`config.mk`:
```
export PLATFORM = sky130hd
export DESIGN_NAME = instr_fetch
export DESIGN_NICKNAME = d
export VERILOG_FILES = /design/src/rtl/cpu_pkg.sv /design/src/rtl/instr_fetch.sv
export SDC_FILE = /design/constraint.sdc
export NUM_CORES = 1
export LEC_CHECK = 0
export CAP_MARGIN = 25
export CORE_MARGIN = 4
export CORE_UTILIZATION = 40
export DETAILED_ROUTE_END_ITERATION = 6
export PLACE_DENSITY_LB_ADDON = 0.12
export SYNTH_ARGS = -nofsm -noshare
export SYNTH_HDL_FRONTEND = slang
export SYNTH_SLANG_ARGS = --single-unit
export TNS_END_PERCENT = 50
```
`constraint.sdc`:
```
create_clock -name clk -period 1.9 [get_ports clk]
set_clock_uncertainty 0.15 [all_clocks]
set_input_delay 0.38 -clock clk [delete_from_list [all_inputs] [get_ports clk]]
set_output_delay 0.38 -clock clk [all_outputs]
set_load 0.05 [all_outputs]
```
`src/rtl/cpu_pkg.sv`:
```
// Shared CPU definitions: fetch FSM states, instruction register-field positions
// and the program-counter increment.
package cpu_pkg;

    typedef enum logic [1:0] {
        FS_IDLE  = 2'd0,
        FS_BUSY  = 2'd1,
        FS_FLUSH = 2'd2
    } fetch_state_t;

    localparam int REG_FIELD_W = 4;
    localparam int RN_LSB      = 16;
    localparam int RD_LSB      = 12;
    localparam int RS_LSB      = 8;
    localparam int RM_LSB      = 0;

    localparam logic [31:0] PC_INC = 32'd4;

endpackage

```
`src/rtl/instr_fetch.sv`:
```
// Instruction fetch unit: a single-entry instruction register fed by a
// request/ack memory port, with branch redirect and discard of in-flight data.
module instr_fetch
    import cpu_pkg::*;
#(
    parameter logic [31:0] RESET_PC = 32'h0000_0000
) (
    input  logic        clk,
    input  logic        rst_n,
    output logic        imem_req,
    output logic [31:0] imem_addr,
    input  logic        imem_ack,
    input  logic [31:0] imem_rdata,
    input  logic        stall,
    input  logic        branch_taken,
    input  logic [31:0] branch_target,
    output logic        IR_valid,
    output logic [31:0] IR,
    output logic [3:0]  IR_addr_Rn,
    output logic [3:0]  IR_addr_Rd,
    output logic [3:0]  IR_addr_Rs,
    output logic [3:0]  IR_addr_Rm,
    output logic [31:0] PC_next,
    output logic [31:0] pc_r15
);

    fetch_state_t state_q, state_d;
    logic [31:0]  pc_q, pc_d;
    logic [31:0]  pc_ir_q, pc_ir_d;
    logic [31:0]  ir_q, ir_d;
    logic         ir_valid_q, ir_valid_d;
    logic         imem_req_q, imem_req_d;
    logic         consume;

    always_ff @(posedge clk or negedge rst_n) begin
        if (!rst_n) begin
            state_q    <= FS_IDLE;
            pc_q       <= RESET_PC;
            pc_ir_q    <= RESET_PC;
            ir_q       <= 32'd0;
            ir_valid_q <= 1'b0;
            imem_req_q <= 1'b0;
        end else begin
            state_q    <= state_d;
            pc_q       <= pc_d;
            pc_ir_q    <= pc_ir_d;
            ir_q       <= ir_d;
            ir_valid_q <= ir_valid_d;
            imem_req_q <= imem_req_d;
        end
    end

    always_comb begin
        state_d    = state_q;
        pc_d       = pc_q;
        pc_ir_d    = pc_ir_q;
        ir_d       = ir_q;
        ir_valid_d = ir_valid_q;
        consume    = ir_valid_q && !stall && !branch_taken;

        if (consume) begin
            ir_valid_d = 1'b0;
        end

        // A new fetch is only issued when the IR slot is empty or being
        // consumed, so an accepted ack never overwrites a live instruction.
        case (state_q)
            FS_IDLE: begin
                if (!branch_taken && (!ir_valid_q || consume)) begin
                    state_d = FS_BUSY;
                end
            end
            FS_BUSY: begin
                if (branch_taken) begin
                    state_d = imem_ack ? FS_IDLE : FS_FLUSH;
                end else if (imem_ack) begin
                    ir_d       = imem_rdata;
                    pc_ir_d    = pc_q;
                    pc_d       = pc_q + PC_INC;
                    ir_valid_d = 1'b1;
                    state_d    = FS_IDLE;
                end
            end
            FS_FLUSH: begin
                if (imem_ack) begin
                    state_d = FS_IDLE;
                end
            end
            default: state_d = FS_IDLE;
        endcase

        // Redirect wins over stall and over any returning data.
        if (branch_taken) begin
            pc_d       = branch_target;
            ir_valid_d = 1'b0;
        end

        imem_req_d = (state_d != FS_IDLE);
    end

    assign imem_req   = imem_req_q;
    assign imem_addr  = pc_q;
    assign IR_valid   = ir_valid_q;
    assign IR         = ir_q;
    assign IR_addr_Rn = ir_q[RN_LSB +: REG_FIELD_W];
    assign IR_addr_Rd = ir_q[RD_LSB +: REG_FIELD_W];
    assign IR_addr_Rs = ir_q[RS_LSB +: REG_FIELD_W];
    assign IR_addr_Rm = ir_q[RM_LSB +: REG_FIELD_W];
    assign PC_next    = pc_ir_q + PC_INC;
    assign pc_r15     = pc_ir_q + (PC_INC << 1);

endmodule
```
# Word-level counts from Yosys, hierarchy flattened
# Index checks and enable logic that the tools add are counted.
# op_classes
n_reduce_logical	13
bitwise_logic	1
mux	12
n_eq_ne	2
add_sub_neg	3
# op_table
cell	count
$mux W32	3
$add A32 B3 Y32 const B	2
$add A32 B4 Y32 const B	1
$mux W2	4
$pmux W2 S3	1
$reduce_bool A2 Y1	3
$mux W1	4
$logic_and A1 B1 Y1	3
$logic_not A1 Y1	3
$reduce_and A3 Y1	1
$eq A2 B1 Y1 const B	1
$eq A2 B2 Y1 const B	1
$logic_not A2 Y1	1
$reduce_and A2 Y1	1
$logic_or A1 B1 Y1	1
$not A1 Y1	1
# totals
reg_bits	100
input_bits	69
wordCells	37

# Longest topological paths before layout
# logic_depth
word_depth	8
depth_mapped	7
depth_no_buf	5

# Least setup slack after synthesis
# OpenSTA, ideal clock, no wires.
# synth_timing
kind	register to output
startpoint	reg pc_ir_q[8]
endpoint	out PC_next[22]
n_path_buf	1
path_slack_ps	-916
t_arrival_ps	2286
required_time_ps	1370
stages_incl_launch_ff	6
path_cell_list	dfrtp_1 -> buf_2 -> nand4_1 -> nor4_2 -> nand4_1 -> xnor2_1
# synth_via
elab_chain_cells	1
# synth_rtl
element	line_no	source
start: declaration	instr_fetch.sv:29	logic [31:0] pc_ir_q, pc_ir_d;
start signal: assignment	instr_fetch.sv:46	pc_ir_q <= pc_ir_d;
$add A32 B3 Y32	instr_fetch.sv:109	assign PC_next = pc_ir_q + PC_INC;
end: declaration	instr_fetch.sv:23	output logic [31:0] PC_next,
# Every way passes these cells.

# Worst setup path after layout
# layout_timing
startpoint	reg pc_ir_q[7]
endpoint	out PC_next[17]
# Same word-level chain as after synthesis.

==> reports/metrics.cfg <==
[cells_and_area]
post_route_cells_drive_above_1_share = 0.5813
layout.area.seq_mm2 = 0.002507
multiInputGateArea_mm2 = 0.003954
area_growth_pct = 101.0
antenna_cells_inserted = 0
nets = 947
layout.cells.most_common = buf_4
most-common-layout-cells = 191 x buf_4, 96 x dfrtp_1, 90 x buf_12, 66 x clkdlybuf4s50_1, 64 x mux2_2
fill_cells = 732

[run]
drv_cap = 0

[cts]
numCtsBuffers = 9
clock_tree.root_cell = clkbuf_16
cts_buffer_depth = 2
tritoncts = done
insertion_delay_ns = 0.35
cts_sinks = 100
cts_max_level = 3
clk_pin_slew_worst_paths_ns = 0.07

[grt]
globalRouteTotalUtil = 0.2325
antenna_found_initial = 0
grt_start_max_net_pins = 40
via_count_of_the_first_global_routing_pass = 5939
globalRouteOverflowTotal = 0
grt_pass1_wl_um = 29930

[logic_synthesis]
post_synth_inst_count = 541
main_synth_ff_type = dfrtp_1
ys_seq_area_frac = 0.4452
netlist_area_mm2 = 0.005620
netlist_top_cells_area = dfrtp_1 45%, mux2_2 13%, xnor2_1 7.5%, nand2_1 3.1%, buf_4 2.9%
yosys_warnings = 0
async_reset_ff_frac = 1.000
yosysTopAreaCell = dfrtp_1
yosysTopAreaCellShare = 0.4452
postSynthAreaPerCell_um2 = 10.39
netlist-cell-type-count = 46
count_of_state_elements_after_synthesis = 100
number_of_enable_flip_flop_cells_after_synthesis = 0
number_of_nets_produced_by_synthesis = 613

[critical_path]
critical_path_required_ns = 1.37
worst_setup_path_startpoint = pc_ir_q[7]
timing.critical_path.fanout_max = 9
crit_end = PC_next[17]
timing.critical_path.slowest_cell_delay_ns = 0.42
regToRegSetupSlack_ns = -0.02
crit_arrival_ns = 2.20
endpoint_of_the_lowest_slack_register_to_register_path = imem_addr[23]
slowest_stage = dfrtp_1
setup.worst_path.start_class = flip-flop
timing.reg2reg.worst_path_depth = 5
cp-end-kind = output pin
critical_path.cell_chain = nand4_1 > buf_6 > nor4_4 > buf_12 > nand4_1 > xnor2_4 > buf_12
reg2reg_from = imem_addr[8]
crit_type = reg -> out

[timing]
timing.final.crit_period_ns = 2.732
hold_violations = 0
setup_viols_final = 60
max_freq_ghz = 0.3660
rsz0062_at_grt = yes
worstMarginPinSlew_ns = 0.4519
relative_slew_margins = 0.6910
report.final.slew_viol_count = 0
post-route-period-util = 1.438
postLayoutSetupSlackWorst_ns = -0.8321

[placed_design]
post-dp-hpwl_um = 14190
pre_cts_slack_ns = -0.5180
port_buffers = 214
globalplace.congestion = 0.8839

[die]
die-height_um = 126.5
placement_rows = 43
overall_die_width_um = 126.5
coreArea_mm2 = 0.01383
die_area_mm2 = 0.01601
top_level_ports = 215
initial_core_util = 0.4065

[power]
cell_leakage_power_nw = 4.995
power_mw = 14.76
power.density_cell_area_mw_per_mm2 = 1307
vdd_ir_drop_max_v = 0.0009194

[status]
outcome = finished with violations
failed_checks = negative setup slack

[drt]
route.detailed.wl_per_inst_um = 19.97
drtAntennaViolNets = 0
route.vias.total = 5743
drtIter0Drc = 251
drcViolationCount = 0
avgViaCountPerCell = 5.423
finalWirelength_um = 21150
detail_route.first_pass.iterations = 5

[worst_hold_path]
hold_path.class = in -> async

[how the worst min path moves through the flow]
stage,slack [ns],end,depth (start not counted)
4_1_cts,0.35,IR[29],2
6_report,0.35,pc_ir_q[3],2
3_3_place_gp,0.17,IR[29],1
2_1_floorplan,-0.07,IR[0],0
5_1_grt,0.37,IR[30],1
3_5_place_dp,0.17,IR[29],1
[cells in the mapped netlist, drive strengths merged, types with 2 or more instances]
master and n:
nand2 47, or2 2, buf 39, or3 2
or4 14, mux2 64, nand3 32, nand2b 5
a31o 2, a21oi 2, o21ai 15, dlygate4sd1 3
inv 12, nor3 7, xnor2 48, and4 4
nor4 9, a31oi 15, nand4 25, o31ai 11
nor2 30, ha 3, xor2 18, dfrtp 100
nand4b 2, nand3b 2, clkbuf 11, and3 9
[critical path: cells and delay by family, from the launching register on]
| kind | cells | cell delay [ns] |
|---|---|---|
| xor gates and xnor gates | 1 | 0.24 |
| buffers and inverters | 3 | 0.50 |
| DFF | 1 | 0.42 |
| and+or+nand+nor | 3 | 0.69 |
[where the power goes]
part / switching, mW / internal, mW / total, mW
sequential: 0.490 / 2.63 / 3.12
combinational: 5.32 / 4.43 / 9.75
clock: 0.807 / 1.08 / 1.89
total: 6.62 / 8.14 / 14.8
[metrics by stage]
step	TNS [ns]	cell area, µm²	hold slack [ns]	cells	utilization
floorplan	-23.67	6400	-0.06559	541	-
global placement	-41.24	10120	0.1677	1004	0.7316
detailed placement	-46.38	10120	0.1729	1004	0.7316
CTS	-30.74	10840	0.3475	1040	0.7842
global route	-38.40	11300	0.3726	1059	0.8170
finish	-34.44	11300	0.3489	1059	0.8170
[layout make-up]
type | instances | area share
clock buffer | 11 | 0.02237
clock inverter | 4 | 0.004319
inverter | 12 | 0.003987
multi-input combinational | 376 | 0.3500
sequential | 100 | 0.2220
tap | 180 | 0.01994
timing repair buffer | 376 | 0.3774
[flip-flops by register name, indices dropped and copies added (netlist names)]
register and flops:
IR_valid 1, state_q 2, IR 32, pc_ir_q 32, imem_addr 32, imem_req 1
[kinds of logic (layout without fill, tap and decap cells)]
logic type | after synthesis | in the layout | synth area share
and+or+nand+nor | 192 | 192 | 0.1917
DFF | 100 | 100 | 0.4452
xor gates and xnor gates | 66 | 66 | 0.1028
muxes | 65 | 65 | 0.1300
buffers and inverters | 65 | 403 | 0.06612
AOI/OAI and AO/OA | 50 | 50 | 0.05744
adders and majority gates | 3 | 3 | 0.006679
[layer usage]
| metal | up-vias | track usage | share of wire |
|---|---|---|---|
| met3 | 52 | 0.05053 | 0.071 |
| met1 | 2839 | 0.2628 | 0.36 |
| met2 | 268 | 0.4169 | 0.54 |
| met5 | - | 0 | 0 |
| met4 | 0 | 0.1085 | 0.034 |
| li1 | 2584 | - | - |
[repair_timing]
item,CTS,global route
hold buffers,1,0
hold endpoints to repair,23,0
buffers inserted,20,24
endpoints found under the setup margin,101,68
pin swaps,32,40
gates resized for setup,50,66
(Power assumes the default switching activity.)
